--- config.mk ---
export PLATFORM = sky130hd
export DESIGN_NAME = sop_scanner_flat
export DESIGN_NICKNAME = d
export VERILOG_FILES = /design/src/rtl/sop_scanner_pkg.sv /design/src/rtl/sop_scanner_if.sv /design/src/rtl/scan_settle_timer.sv /design/src/rtl/sop_scanner.sv /design/src/flat_wrapper.sv
export SDC_FILE = /design/constraint.sdc
export NUM_CORES = 1
export LEC_CHECK = 0
export ABC_AREA = 1
export CAP_MARGIN = 20
export CORE_ASPECT_RATIO = 0.75
export CORE_UTILIZATION = 40
export DETAILED_ROUTE_END_ITERATION = 12
export GPL_TIMING_DRIVEN = 0
export PLACE_DENSITY_LB_ADDON = 0.15
export SETUP_SLACK_MARGIN = 0.05
export SKIP_CTS_REPAIR_TIMING = 1
export SKIP_LAST_GASP = 1
export SLEW_MARGIN = 5
export SYNTH_ARGS = -nofsm -noshare
export SYNTH_HDL_FRONTEND = slang
export SYNTH_SLANG_ARGS = --single-unit
--- constraint.sdc ---
create_clock -name clk -period 2.7 [get_ports clk]
set_clock_uncertainty 0.1 [all_clocks]
set_input_delay 0.27 -clock clk [delete_from_list [all_inputs] [get_ports clk]]
set_output_delay 0.27 -clock clk [all_outputs]
set_load 0.01 [all_outputs]
--- src/rtl/sop_scanner_pkg.sv ---
// Shared types and constants for the sequential SoP truth-table scanner.
// No ports: provides the scanner FSM state type, table geometry and the
// golden minterm mask of (a'.c.d') + (b.c) + (a.b.d').
package sop_scanner_pkg;

    localparam int unsigned N_IN    = 4;
    localparam int unsigned TABLE_W = 2 ** N_IN;
    localparam int unsigned ERR_W   = N_IN + 1;

    localparam logic [TABLE_W-1:0] SOP_C_MASK = 16'hD0C4;

    typedef enum logic [1:0] {
        IDLE   = 2'd0,
        APPLY  = 2'd1,
        SAMPLE = 2'd2,
        FINISH = 2'd3
    } state_t;

endpackage

--- src/rtl/sop_scanner_if.sv ---
// Scanner control/result bundle plus the stimulus/capture pair toward the
// function under test.
//   start, expected         : scan request and expected minterm mask
//   dut_in, dut_s           : vector driven to the function, its output
//   busy, done              : scan in progress, one-cycle completion pulse
//   tbl, match, err_count,
//   first_err, first_err_valid : captured table and comparison summary
// master = requester/function side, slave = scanner.
interface sop_scanner_if;
    import sop_scanner_pkg::*;

    logic               start;
    logic [TABLE_W-1:0] expected;
    logic [N_IN-1:0]    dut_in;
    logic               dut_s;
    logic               busy;
    logic               done;
    logic [TABLE_W-1:0] tbl;
    logic               match;
    logic [ERR_W-1:0]   err_count;
    logic [N_IN-1:0]    first_err;
    logic               first_err_valid;

    modport master (
        output start, expected, dut_s,
        input  dut_in, busy, done, tbl, match, err_count, first_err, first_err_valid
    );

    modport slave (
        input  start, expected, dut_s,
        output dut_in, busy, done, tbl, match, err_count, first_err, first_err_valid
    );

endinterface

--- src/rtl/scan_settle_timer.sv ---
// Loadable down-counter timing how long each vector is held before sampling.
//   clk, rst  : clock, async active-high reset
//   load      : reload with SETTLE-1 (start of a vector)
//   en        : count down while holding a vector
//   expire_c  : counter reached zero (last hold cycle)
module scan_settle_timer #(
    parameter int unsigned SETTLE = 1
) (
    input  logic clk,
    input  logic rst,
    input  logic load,
    input  logic en,
    output logic expire_c
);

    localparam int unsigned CNT_W = (SETTLE > 1) ? $clog2(SETTLE) : 1;

    logic [CNT_W-1:0] cnt_q;

    // Count SETTLE-1 down to 0; hold at zero until reloaded.
    always_ff @(posedge clk or posedge rst) begin
        if (rst) begin
            cnt_q <= '0;
        end else if (load) begin
            cnt_q <= CNT_W'(SETTLE - 1);
        end else if (en && (cnt_q != '0)) begin
            cnt_q <= cnt_q - CNT_W'(1);
        end
    end

    assign expire_c = (cnt_q == '0);

endmodule

--- src/rtl/sop_scanner.sv ---
// Sequential truth-table scanner: walks every input index in ascending
// order, holds each for SETTLE cycles, samples the function output and
// compares the assembled table against a latched expected mask.
//   clk, rst : clock, async active-high reset
//   bus      : sop_scanner_if.slave (request, stimulus/capture, results)
module sop_scanner
    import sop_scanner_pkg::*;
#(
    parameter int unsigned SETTLE = 1
) (
    input  logic          clk,
    input  logic          rst,
    sop_scanner_if.slave  bus
);

    state_t             state_q, state_d;
    logic [N_IN-1:0]    idx_q, idx_d;
    logic               busy_q, busy_d;
    logic               done_q, done_d;
    logic               match_q, match_d;
    logic [TABLE_W-1:0] tbl_q, tbl_d;
    logic [TABLE_W-1:0] exp_q, exp_d;
    logic [ERR_W-1:0]   err_q, err_d;
    logic [N_IN-1:0]    first_q, first_d;
    logic               fev_q, fev_d;

    logic load_c;
    logic run_c;
    logic expire_c;
    logic mism_c;

    assign run_c = (state_q == APPLY);

    scan_settle_timer #(.SETTLE(SETTLE)) u_timer (
        .clk      (clk),
        .rst      (rst),
        .load     (load_c),
        .en       (run_c),
        .expire_c (expire_c)
    );

    // Next-state and next-register values.
    always_comb begin
        state_d = state_q;
        idx_d   = idx_q;
        busy_d  = busy_q;
        done_d  = 1'b0;
        match_d = match_q;
        tbl_d   = tbl_q;
        exp_d   = exp_q;
        err_d   = err_q;
        first_d = first_q;
        fev_d   = fev_q;
        load_c  = 1'b0;
        mism_c  = 1'b0;

        case (state_q)
            IDLE: begin
                if (bus.start) begin
                    state_d = APPLY;
                    idx_d   = '0;
                    busy_d  = 1'b1;
                    match_d = 1'b0;
                    tbl_d   = '0;
                    exp_d   = bus.expected;
                    err_d   = '0;
                    first_d = '0;
                    fev_d   = 1'b0;
                    load_c  = 1'b1;
                end
            end
            APPLY: begin
                if (expire_c) begin
                    state_d = SAMPLE;
                end
            end
            SAMPLE: begin
                // Case inequality so an X/Z output is reported as a mismatch.
                mism_c       = (bus.dut_s !== exp_q[idx_q]);
                tbl_d[idx_q] = bus.dut_s;
                err_d        = err_q + ERR_W'(mism_c);
                if (mism_c && !fev_q) begin
                    first_d = idx_q;
                    fev_d   = 1'b1;
                end
                if (idx_q == N_IN'(TABLE_W - 1)) begin
                    state_d = FINISH;
                    done_d  = 1'b1;
                    busy_d  = 1'b0;
                    match_d = (err_d == '0);
                end else begin
                    state_d = APPLY;
                    idx_d   = idx_q + N_IN'(1);
                    load_c  = 1'b1;
                end
            end
            FINISH: begin
                state_d = IDLE;
            end
            default: begin
                state_d = IDLE;
            end
        endcase
    end

    // State and result registers.
    always_ff @(posedge clk or posedge rst) begin
        if (rst) begin
            state_q <= IDLE;
            idx_q   <= '0;
            busy_q  <= 1'b0;
            done_q  <= 1'b0;
            match_q <= 1'b0;
            tbl_q   <= '0;
            exp_q   <= '0;
            err_q   <= '0;
            first_q <= '0;
            fev_q   <= 1'b0;
        end else begin
            state_q <= state_d;
            idx_q   <= idx_d;
            busy_q  <= busy_d;
            done_q  <= done_d;
            match_q <= match_d;
            tbl_q   <= tbl_d;
            exp_q   <= exp_d;
            err_q   <= err_d;
            first_q <= first_d;
            fev_q   <= fev_d;
        end
    end

    // The index register doubles as the applied input vector.
    assign bus.dut_in          = idx_q;
    assign bus.busy            = busy_q;
    assign bus.done            = done_q;
    assign bus.tbl             = tbl_q;
    assign bus.match           = match_q;
    assign bus.err_count       = err_q;
    assign bus.first_err       = first_q;
    assign bus.first_err_valid = fev_q;

endmodule

--- src/flat_wrapper.sv ---
// flat-port wrapper written by rule: the top's interface ports become plain ports
module sop_scanner_flat import sop_scanner_pkg::*;
#(
    parameter int unsigned SETTLE = 1
)
  (clk, rst, bus_start, bus_expected, bus_dut_s, bus_dut_in, bus_busy, bus_done, bus_tbl, bus_match, bus_err_count, bus_first_err, bus_first_err_valid);
  sop_scanner_if bus_i ();
  input  logic clk;
  input  logic rst;
  input wire logic [$bits(bus_i.start)-1:0] bus_start;
  input wire logic [$bits(bus_i.expected)-1:0] bus_expected;
  input wire logic [$bits(bus_i.dut_s)-1:0] bus_dut_s;
  output wire logic [$bits(bus_i.dut_in)-1:0] bus_dut_in;
  output wire logic [$bits(bus_i.busy)-1:0] bus_busy;
  output wire logic [$bits(bus_i.done)-1:0] bus_done;
  output wire logic [$bits(bus_i.tbl)-1:0] bus_tbl;
  output wire logic [$bits(bus_i.match)-1:0] bus_match;
  output wire logic [$bits(bus_i.err_count)-1:0] bus_err_count;
  output wire logic [$bits(bus_i.first_err)-1:0] bus_first_err;
  output wire logic [$bits(bus_i.first_err_valid)-1:0] bus_first_err_valid;
  assign bus_i.start = bus_start;
  assign bus_i.expected = bus_expected;
  assign bus_i.dut_s = bus_dut_s;
  assign bus_dut_in = bus_i.dut_in;
  assign bus_busy = bus_i.busy;
  assign bus_done = bus_i.done;
  assign bus_tbl = bus_i.tbl;
  assign bus_match = bus_i.match;
  assign bus_err_count = bus_i.err_count;
  assign bus_first_err = bus_i.first_err;
  assign bus_first_err_valid = bus_i.first_err_valid;
  sop_scanner #(.SETTLE(SETTLE)) u_core (.clk(clk), .rst(rst), .bus(bus_i));
endmodule
# --- Word-level counts from Yosys, hierarchy flattened ---
# Cells that the tools add are included.
totals:
  ff_bits: 52
  word_cells: 73
classes:
  addsub: 3
  n_lt_le_gt_ge: 2
  eq_ne: 10
  n_mux: 33
  reduce_logical: 14
ops:
  columns: ["operator", "count"]
  rows:
  - ["$pmux W16 S2", 1]
  - ["$bwmux W16", 1]
  - ["$mux W16", 1]
  - ["$pmux W4 S2", 2]
  - ["$mux W1", 13]
  - ["$mux W4", 3]
  - ["$pmux W5 S2", 1]
  - ["$reduce_and A3 Y1", 3]
  - ["$pmux W1 S2", 4]
  - ["$pmux W2 S4", 1]
  - ["$mux W2", 3]
  - ["$ne A2 B2 Y1 const B", 3]
  - ["$reduce_and A2 Y1", 3]
  - ["$add A5 B1 Y5", 1]
  - ["$logic_not A5 Y1", 1]
  - ["$lt A4 B5 Y1 const B", 1]
  - ["$mux W5", 1]
  - ["$add A4 B1 Y4 const B", 1]
  - ["$bmux W1 S4", 1]
  - ["$demux W1 S4", 1]
  - ["$eq A2 B2 Y1 const B", 2]
  - ["$eq A4 B4 Y1 const B", 1]
  - ["$ge A4 B1 Y1 const B", 1]
  - ["$ne A2 B1 Y1 const B", 2]
  - ["7 further kinds", 10]

# --- Depth between registers and ports, before layout ---
# Gate-level depths: netlist of run 1.
logic_depth:
  word_depth: 7
  depth_mapped: 17
  ltp_nobuf: 16

# --- Hierarchy ---
# Synthesis of run 1 repeated with hierarchy kept, for this count alone.
unflattened:
  hier_cells: 315
  hier_area_um2: 2506.2
by_module_without_submodules:
  columns: ["mod", "n_inst", "cells_per_inst", "area_per_inst_um2", "seq_area_each_um2"]
  rows:
  - ["sop_scanner", 1, 309, 2459.9, 1276.2]
  - ["scan_settle_timer", 1, 6, 46.3, 25.0]

# --- Worst setup path before layout of run 1 ---
# Ideal clock, no wire load.
synth_path:
  path_kind: "register to register"
  from: "register u_core.idx_q[0], in the netlist u_core.bus.dut_in[0]"
  to: "register u_core.match_q, in the netlist u_core.bus.match"
  setup_time_ns: 0.076
  t_arrival_ns: 2.215
  required_time_ns: 2.524
  path_slack_ns: 0.309
  path_stages_with_launch: 17
  synth_period_minus_slack_ns: 2.391
  cell_sequence: "dfrtp_1 > buf_4 > nand2_1 > nand3_2 > nand2_1 > nand2_1 > nand2_2 > nor2_1 > nand2_1 > and2_4 > ha_1 > ha_1 > xnor2_1 > nand2_1 > nor4_1 > nand2_1 > o21ai_1"
synth_between:
  elab_chain_cells: 7
synth_lines:
  columns: ["element", "line", "source"]
  rows:
  - ["start, declared", "sop_scanner.sv:17", "logic [N_IN-1:0] idx_q, idx_d;"]
  - ["start signal, assigned", "sop_scanner.sv:121", "idx_q <= idx_d;"]
  - ["$bmux W1 S4", "sop_scanner.sv:79", "mism_c = (bus.dut_s !== exp_q[idx_q]);"]
  - ["$mux W1 (not written as such)", "sop_scanner.sv:79", null]
  - ["$nex A1 B1 Y1", "sop_scanner.sv:79", null]
  - ["$add A5 B1 Y5", "sop_scanner.sv:81", "err_d = err_q + ERR_W'(mism_c);"]
  - ["$logic_not A5 Y1", "sop_scanner.sv:90", "match_d = (err_d == '0);"]
  - ["$mux W1", "sop_scanner.sv:86", "if (idx_q == N_IN'(TABLE_W - 1)) begin"]
  - ["$pmux W1 S2", "sop_scanner.sv:57", "case (state_q)"]
  - ["end signal, assigned", "sop_scanner.sv:124", "match_q <= match_d;"]
  - ["end, declared", "sop_scanner.sv:20", "logic match_q, match_d;"]
# Parallel ways exist; a longest one is shown, timed or not. The select of a mux whose other input is x is not followed.
# A chain may end at the register's enable or synchronous reset.

# --- Worst setup path after layout of run 1 ---
# Same ends and word-level chain as after synthesis.

==> results.py, run 1 <==
metrics = {
    "setup_path": {
        "critPathSlowestCell": "dfrtp_2",
        "path_cells": "inv_2 > buf_6 > buf_6 > nand2_1 > nand3_1 > nand2_1 > nand2_1 > nand2_2 > nor2_2 > nand2_1 > and2_4 > ha_4 > ha_4 > xnor2_2 > nand2_1 > nor4_2 > nand2_1 > o21ai_1",
        "r2r_start": "u_core.bus.dut_in[0]",
        "slowest_delay_ps": 450,
        "critPathLaunch": "u_core.bus.dut_in[0]",
        "critical-path-top-delay-family": "simple AND/OR/NAND/NOR gates",
        "cp_data_required_time_ps": 2840,
        "cp_num_buf_inv": 3,
        "crit_type": "flip-flop to flip-flop",
        "crit_top_cell": "nand2_1",
        "ff2ff_setup_slack_ps": 100,
        "startpoint_type": "flip-flop",
        "crit_arrival_ps": 2740,
        "worst-path-max-fanout": 6,
        "worstSetupEndpointType": "flip-flop",
    },
    "yosys": {
        "ys_ff_latch": 52,
        "synth_most_common_cell": "nand2_1",
        "synth.area.top_cells": "dfrtp_1 (52%), nand2_1 (12%), inv_1 (6.0%)",
        "synth.yosys.seq_area_share_pct": 51.7,
        "yosys.area.top_type_share_pct": 51.7,
        "avgSynthCellArea_um2": 8.26,
        "synthesis.nets": 331,
        "syn_inst": 305,
        "synth_edf_count": 0,
        "synth-main-ff-cell": "dfrtp_1",
        "ys_warn_count": 0,
        "async_reset_ff_share_pct": 100,
        "ys_types": 30,
        "synth_top_cell_by_area": "dfrtp_1",
        "syn_area_um2": 2520,
        "yosys-top-cells-count": "nand2_1 (80), dfrtp_1 (52), inv_1 (40)",
    },
    "sta": {
        "slew_violations": 0,
        "period_share_pct": 96.3,
        "setup_tns_ps": 0,
        "worst_slew_pin_slew_ps": 571,
        "rsz0062_at_grt": "yes",
        "hold_slack_ps": 226,
        "fmaxAchievable_ghz": 0.384,
        "hold_viol": 0,
        "slew_headroom_pct": 61.9,
        "period_needed_ps": 2600,
        "finalSetupViolations": 0,
    },
    "detailed_routing": {
        "vias": 2219,
        "vias_per_cell": 4.94,
        "wire_per_inst_um": 13.4,
        "wl_um": 6010,
        "ant_nets": 0,
        "drtIter0Drc": 121,
        "drc": 0,
        "drt_pre_antenna_iters": 4,
    },
    "die": {
        "die_h_um": 70.7,
        "io_pins": 53,
        "start_util_pct": 42.4,
        "die_w_um": 93.6,
        "fp-row-count": 24,
        "core_um2": 5950,
        "dieArea_um2": 6620,
    },
    "pwr": {
        "internal-power_mw": 1.84,
        "pwr-share-seq_pct": 37.7,
        "power.leakage_nw": 1.57,
        "power_mw": 3.07,
        "power_density_nw_per_um2": 922,
        "p_sw_mw": 1.24,
        "combPwrFrac_pct": 47.2,
        "clkPwrFrac_pct": 15.1,
        "ir_drop_mv": 0.366,
        "swShare_pct": 40.2,
    },
    "worst_hold_path": {
        "min_path_type": "input port to async pin",
    },
    "cts": {
        "htreeDepth": 2,
        "cts.clk_slew.worst_paths_ps": 90,
        "clock-sinks": 52,
        "cts_made_buffers": 5,
        "cts_tree": "built",
        "clock_latency_ps": 310,
        "cts_root_buf": "clkbuf_8",
        "clockBufferDepth": 2,
    },
    "global_routing": {
        "gr-usage-all-layers_pct": 19.4,
        "grt_max_degree": 28,
        "grt_pass1_vias": 2016,
        "antenna_found_initial": 0,
        "grt_pass1_wl_um": 9870,
        "grt_overflow": 0,
    },
    "cells_and_area": {
        "nFillCells": 563,
        "diodes": 0,
        "drive_above_1_share_pct": 12.4,
        "fin_nets": 396,
        "syn2layout_area_growth_pct": 32.3,
        "final_area_um2": 3330,
    },
    "run_status": {
        "status": "finished clean",
    },
    "placement": {
        "portBuffers": 51,
        "detailed_place_hpwl_um": 4320,
        "placed_area_um2": 3150,
        "gp_congestion": 0.842,
    },
    "run": {
        "drv_cap": 0,
    },
}
## logic make-up (layout without fill, tap and decap cells)
kind of cell / after synthesis / in the layout / share of synthesized area [%]
AND/OR/NAND/NOR: 131 / 131 / 22.5
adder cells (fa/ha/maj): 6 / 6 / 2.98
AO/OA/AOI/OAI: 54 / 54 / 12.4
XOR/XNOR: 3 / 3 / 1.04
buffers and inverters: 59 / 125 / 9.44
flip-flops: 52 / 52 / 51.7
## path summary, 6_finish.rpt
kind | to | cells after the start
setup / recovery | u_core.bus.match | 18
hold / removal | u_core.exp_q[0] | 2
setup reg to reg | u_core.bus.match | 18
hold reg to reg | u_core.state_q[1] | 1
max in group asynchronous | u_core.bus.tbl[9] | 3
min in group clk | u_core.bus.tbl[0] | 3
## per-layer routing
metal  wire [um]  part of all wire, %  vias to the layer above  track usage (%)
met1        2990                   50                     1059             29.4
met4          82                  1.4                        0             5.98
met3         264                  4.4                        7             3.76
li1            -                    -                     1102                -
met5           0                    0                        -                0
met2        2680                   45                       51             27.9
## registers in the layout (all words and copies together) (netlist names)
name	flops
u_core.bus.tbl	16
u_core.exp_q	16
u_core.bus.err_count	5
u_core.bus.dut_in	4
u_core.bus.first_err	4
u_core.state_q	2
u_core.bus.busy	1
u_core.bus.done	1
u_core.bus.first_err_valid	1
u_core.bus.match	1
u_core.u_timer.cnt_q	1
## power by group through the flow
stage	clock network, mW	logic, mW	registers, mW
2_1_floorplan	0	0.821	1.18
3_3_place_gp	0	1.29	1.16
3_5_place_dp	0	1.31	1.17
4_1_cts	0.475	1.32	1.15
5_1_grt	0.507	1.64	1.18
6_report	0.465	1.45	1.16
## final cells by class
cell class / count / area [um2] / area share (%)
sequential: 52 / 1300 / 39.1
multi-input combinational: 194 / 1020 / 30.6
timing repair buffer: 58 / 579 / 17.4
inverter: 48 / 180 / 5.41
tap: 78 / 97.6 / 2.93
clock buffer: 7 / 86.3 / 2.59
buffer: 11 / 57.6 / 1.73
clock inverter: 1 / 7.51 / 0.225
## through the flow
stage	util, %	worst slack [ps]	std cells
floorplan	-	309	305
global placement	52.6	-35.1	434
global route	56.1	-71.3	449
detailed placement	52.9	-30.2	435
CTS	54.5	-59.6	443
finish	56.1	99.2	449
## cell usage in the layout (no fill, tap or decap)
master	n
nand2_1	80
o32ai_1	1
buf_2	4
dfrtp_1	50
clkbuf_1	6
o21ai_0	29
a22o_1	2
dfrtp_2	2
a31oi_1	7
ha_4	2
nor2_1	14
buf_12	1
o21ai_2	1
xnor2_2	1
a21oi_1	2
ha_1	4
clkdlybuf4s50_1	51
nand3_1	19
nand3_2	3
o21ai_1	4
inv_2	8
a22oi_1	7
buf_6	2
nand4_1	1
and2_4	1
nor2_2	4
nor3_1	5
nand2_2	3
buf_4	6
clkinv_1	1
nor4_2	1
o22ai_1	1
xor2_1	2
inv_1	39
clkbuf_8	6
clkinvlp_4	1
No activity file was read; power rests on OpenSTA's default activity.
==> run 2: changes to the inputs <==
- ABC_AREA: 1 -> default
==> run 2 against run 1 <==
  * The run now ends with negative setup slack left
  * Fmax shrank 10%
  * Sequential power is essentially flat
  * Via count shrank 5.8%
  * Core utilization grew 0.39 points
  * Clock-buffer cell count shrank 1
  * Power shrank 5.9%
  * Hold slack lost 28 ps
  * Critical path type unchanged
  * Largest power group unchanged
==> results.py, run 2 <==
metrics = {
    "run_status": {
        "status": "finished, violations left",
        "violations": "negative setup slack",
    },
    "yosys": {
        "syn_area_um2": 2500,
        "ys_ff_latch": 52,
        "synth_most_common_cell": "nand2_1",
        "synth.yosys.seq_area_share_pct": 52.1,
        "async_reset_ff_share_pct": 100,
        "syn_inst": 255,
        "synth_edf_count": 0,
        "synthesis.nets": 281,
        "ys_warn_count": 0,
        "yosys.area.top_type_share_pct": 52.1,
        "yosys-top-cells-count": "nand2_1 (77), dfrtp_1 (52)",
        "synth.area.top_cells": "dfrtp_1 (52%), nand2_1 (12%), o31ai_1 (3.6%)",
        "synth_top_cell_by_area": "dfrtp_1",
        "ys_types": 32,
        "synth-main-ff-cell": "dfrtp_1",
        "avgSynthCellArea_um2": 9.80,
    },
    "sta": {
        "slew_headroom_pct": 51.1,
        "period_needed_ps": 2890,
        "slew_violations": 0,
        "fmaxAchievable_ghz": 0.346,
        "setup_tns_ps": -251,
        "hold_viol": 0,
        "rsz0062_at_grt": "yes",
        "timing.final.ws_setup_ps": -191,
        "period_share_pct": 107,
        "worst_slew_pin_slew_ps": 731,
        "finalSetupViolations": 3,
    },
    "worst_hold_path": {
        "min_path_type": "input port to async pin",
    },
    "detailed_routing": {
        "vias_per_cell": 5.23,
        "wl_um": 5920,
        "drtIter0Drc": 115,
        "drt_pre_antenna_iters": 4,
        "drc": 0,
        "wire_per_inst_um": 14.8,
        "ant_nets": 0,
        "vias": 2090,
    },
    "global_routing": {
        "grt_max_degree": 32,
        "grt_pass1_vias": 1954,
        "gr-usage-all-layers_pct": 19.8,
        "grt_pass1_wl_um": 9910,
        "grt_overflow": 0,
        "antenna_found_initial": 0,
    },
    "cts": {
        "clockBufferDepth": 2,
        "cts_root_buf": "clkbuf_8",
        "cts_tree": "built",
        "cts.clk_slew.worst_paths_ps": 90,
        "htreeDepth": 2,
        "clock-sinks": 52,
        "clock_latency_ps": 310,
        "cts_made_buffers": 5,
    },
    "setup_path": {
        "timing.rr.end": "u_core.bus.match",
        "crit_type": "flip-flop to flip-flop",
        "worst-r2r-cell-count": 12,
        "r2r_start": "u_core.bus.dut_in[1]",
        "cp_data_required_time_ps": 2830,
        "crit_end": "u_core.bus.match",
        "worst-path-max-fanout": 6,
        "ff2ff_setup_slack_ps": -190,
        "crit_arrival_ps": 3020,
        "startpoint_type": "flip-flop",
        "worstSetupEndpointType": "flip-flop",
        "critPathLaunch": "u_core.bus.dut_in[1]",
    },
    "cells_and_area": {
        "diodes": 0,
        "drive_above_1_share_pct": 10.6,
        "layout_commonest_cell": "nand2_1",
        "fin_nets": 348,
        "syn2layout_area_growth_pct": 33.6,
        "nFillCells": 562,
        "final_cell_mix": "nand2_1 (76), clkdlybuf4s50_1 (52), dfrtp_1 (52)",
    },
    "pwr": {
        "power_density_nw_per_um2": 865,
        "power.leakage_nw": 1.46,
        "ir_drop_mv": 0.274,
    },
    "die": {
        "die_h_um": 70.5,
        "fp-row-count": 24,
        "die_w_um": 93.3,
        "core_um2": 5920,
        "start_util_pct": 42.3,
        "dieArea_um2": 6570,
        "io_pins": 53,
    },
    "placement": {
        "detailed_place_hpwl_um": 4190,
        "portBuffers": 52,
        "gp_congestion": 0.785,
        "dp_slack_ps": -132,
    },
    "run": {
        "drv_cap": 0,
    },
}
==> run 2: cell count changes in the layout (fill, tap and decap cells not counted), moves of 8 or more <==
cell      change
nand3_1       -9
o31ai_1      +12
o211ai_1     +10
o21ai_0      -27
inv_1        -32
nor2_1        -8
==> run 2: kinds of logic after synthesis <==
kind of cell	after synthesis	share of synthesized area [%]
xor+xnor	7	3.20
buf+inv	23	3.75
simple gates	107	17.7
compound gates	46	12.8
mux	14	7.46
fa+ha+maj	6	3.00
flops	52	52.1
==> run 2: worst min path at each step <==
stage,startpoint,to,cells after the start
6_report,rst,u_core.bus.busy,2
5_1_grt,rst,u_core.state_q[1],2
4_1_cts,rst,u_core.exp_q[10],2
3_5_place_dp,u_core.u_timer.cnt_q,u_core.state_q[1],1
3_3_place_gp,u_core.u_timer.cnt_q,u_core.state_q[1],1
2_1_floorplan,bus_expected[0],u_core.exp_q[0],2
==> run 2: area by class of cell <==
cell class	instances	area [um2]	area share [%]
buffer	13	60.1	1.80
multi-input combinational	180	1160	34.8
inverter	10	37.5	1.12
tap	78	97.6	2.92
clock buffer	6	72.6	2.17
clock inverter	1	5.00	0.150
sequential	52	1300	39.0
timing repair buffer	60	604	18.1
==> run 2: report_power, final <==
part	internal [mW]	switching, mW	total [mW]
combinational	0.646	0.686	1.33
clock	0.177	0.248	0.425
sequential	0.981	0.151	1.13
total	1.80	1.09	2.89
==> run 2: routing by layer <==
| metal | up-vias | part of all wire, % | global-route usage [%] |
|---|---|---|---|
| met3 | 7 | 4.6 | 3.81 |
| met1 | 1013 | 50 | 30.1 |
| met5 | - | 0 | 0 |
| li1 | 1021 | - | - |
| met2 | 49 | 44 | 28.3 |
| met4 | 0 | 1.2 | 6.15 |
==> run 2: worst max-delay path: stages (launching register included) <==
cell	delay (ps)
dfrtp_1	440
buf_8	160
buf_6	130
buf_4	130
mux2i_1	110
mux4_2	500
o21ai_4	210
xnor2_2	140
ha_2	250
ha_4	210
nor4_2	250
nand3_1	90
o21ai_1	90
==> run 2: through the flow <==
| step | utilization, % | instance area (um2) | cells | power (mW) | hold WS (ps) |
|---|---|---|---|---|---|
| global route | 56.5 | 3340 | 400 | 3.11 | 277 |
| global placement | 53.0 | 3140 | 385 | 2.30 | 341 |
| detailed placement | 53.4 | 3160 | 386 | 2.33 | 343 |
| finish | 56.5 | 3340 | 400 | 2.89 | 198 |
| CTS | 54.7 | 3230 | 393 | 2.75 | 218 |
| floorplan | - | 2520 | 255 | 1.91 | 275 |
==> run 3: changes to the inputs <==
- CAP_MARGIN: 20 -> 30
- clock period: 2.7 -> 3.59 ns (I/O delays scaled with it)
==> run 3 against run 2 <==
  * Non-clock buffer count is 7 lower
  * The run now ends clean
  * Die area stayed put
  * Critical path depth is 1 lower
  * Cell count is 1.5% lower
  * Hold slack better by 110 ps
==> results.py, run 3 (synthesized netlist as in run 2, its figures left out) <==
metrics = {
    "cts": {
        "clock-sinks": 52,
        "clock_latency_ps": 310,
        "clockBufferDepth": 2,
        "cts_made_buffers": 5,
        "htreeDepth": 2,
        "cts_tree": "built",
        "cts_root_buf": "clkbuf_8",
        "cts.clk_slew.worst_paths_ps": 100,
    },
    "global_routing": {
        "grt-busiest-layer": "met1",
        "grtUsageMet2_pct": 27.2,
        "use_met3_pct": 3.81,
        "gr-usage-all-layers_pct": 19.2,
        "met1_usage_pct": 29.4,
        "grt_pass1_wl_um": 9640,
        "grt_pass1_vias": 1984,
        "grt_overflow": 0,
        "grt_max_degree": 29,
        "antenna_found_initial": 0,
    },
    "setup_path": {
        "critPathSlowestCell": "mux4_2",
        "cp_num_buf_inv": 1,
        "startpoint_type": "flip-flop",
        "critical-path-top-delay-family": "multiplexers",
        "slowest_delay_ps": 490,
        "crit_type": "flip-flop to flip-flop",
        "path_cells": "buf_6 > mux2_1 > mux4_2 > nand2_1 > o21ai_1 > xnor2_1 > ha_1 > ha_1 > nor4_1 > nand3_1 > o21ai_1",
        "ff2ff_setup_slack_ps": 610,
        "worst-path-max-fanout": 10,
        "cp_data_required_time_ps": 3730,
        "crit_arrival_ps": 3120,
        "worstSetupEndpointType": "flip-flop",
    },
    "placement": {
        "gp_congestion": 0.774,
        "portBuffers": 52,
        "detailed_place_hpwl_um": 4080,
    },
    "cells_and_area": {
        "diodes": 0,
        "final_cell_mix": "nand2_1 (77), clkdlybuf4s50_1 (52), dfrtp_1 (52)",
        "utilization_pct": 55.2,
        "multi_input_area_um2": 1100,
        "syn2layout_area_growth_pct": 30.6,
        "drive_above_1_share_pct": 6.33,
        "nFillCells": 522,
        "ff_latch_area_um2": 1300,
        "layout_commonest_cell": "nand2_1",
        "fin_nets": 341,
    },
    "detailed_routing": {
        "vias": 2059,
        "wire_per_inst_um": 14.5,
        "drt_pre_antenna_iters": 4,
        "ant_nets": 0,
        "vias_per_cell": 5.23,
        "drtIter0Drc": 82,
        "wl_um": 5700,
        "drc": 0,
    },
    "die": {
        "die_h_um": 70.5,
        "core_um2": 5920,
        "start_util_pct": 42.3,
        "die_w_um": 93.3,
        "fp-row-count": 24,
        "io_pins": 53,
        "dieArea_um2": 6570,
    },
    "sta": {
        "hold_viol": 0,
        "setup_tns_ps": 0,
        "slew_headroom_pct": 54.3,
        "finalSetupViolations": 0,
        "period_needed_ps": 2980,
        "rsz0062_at_grt": "no",
        "worst_slew_pin_slew_ps": 683,
        "period_share_pct": 83.1,
        "hold_slack_ps": 311,
        "fmaxAchievable_ghz": 0.335,
        "slew_violations": 0,
    },
    "worst_hold_path": {
        "min_path_type": "input port to async pin",
    },
    "pwr": {
        "power_density_nw_per_um2": 659,
        "power.leakage_nw": 1.44,
        "ir_drop_mv": 0.246,
    },
    "run": {
        "drv_cap": 0,
    },
    "run_status": {
        "status": "finished clean",
    },
}
run 3: cell types whose count changed in the layout (fill, tap and decap cells not counted), sizes merged:
cell	before	now
buf	9	2
bufinv	0	1
clkbuf	18	19
clkinv	2	1
run 3: worst paths after layout:
| check | from | endpoint | cells after the start |
|---|---|---|---|
| max | u_core.bus.dut_in[1] | u_core.bus.match | 11 |
| min | rst | u_core.exp_q[2] | 2 |
| min in group clk | u_core.u_timer.cnt_q | u_core.state_q[1] | 1 |
| max in group asynchronous | rst | u_core.bus.tbl[7] | 3 |
| min reg2reg | u_core.u_timer.cnt_q | u_core.state_q[1] | 1 |
| max reg2reg | u_core.bus.dut_in[1] | u_core.bus.match | 11 |
run 3: per-layer routing:
metal,part of all wire [%],up-vias
met1,53,995
met4,1.1,0
li1,-,1004
met5,0,-
met2,41,52
met3,4.8,8
run 3: through the flow:
| step | power [mW] | std cells | worst slack (ps) | cell area [um2] |
|---|---|---|---|---|
| floorplan | 1.42 | 255 | 875 | 2500 |
| global placement | 1.70 | 385 | 595 | 3120 |
| detailed placement | 1.71 | 386 | 594 | 3140 |
| CTS | 2.16 | 394 | 618 | 3260 |
| global route | 2.30 | 394 | 394 | 3260 |
| finish | 2.15 | 394 | 606 | 3260 |
run 3: layout make-up:
class | instances | area share [%]
sequential | 52 | 39.9
multi-input combinational | 180 | 33.8
timing repair buffer | 53 | 16.6
tap | 78 | 2.99
clock buffer | 7 | 2.95
buffer | 13 | 1.72
inverter | 10 | 1.15
clock inverter | 1 | 0.920
run 3: worst reg2reg max path: stages, from the launching register on:
cell     delay [ps]
dfrtp_1         450
buf_6           200
mux2_1          350
mux4_2          490
nand2_1          80
o21ai_1          80
xnor2_1         150
ha_1            220
ha_1            290
nor4_1          310
nand3_1         110
o21ai_1          80
run 3: where the power goes:
group,switching (mW),internal (mW),leakage (nW)
Clock,0.200,0.246,0.0645
Combinational,0.454,0.396,0.691
Sequential,0.116,0.738,0.684
Total,0.769,1.38,1.44
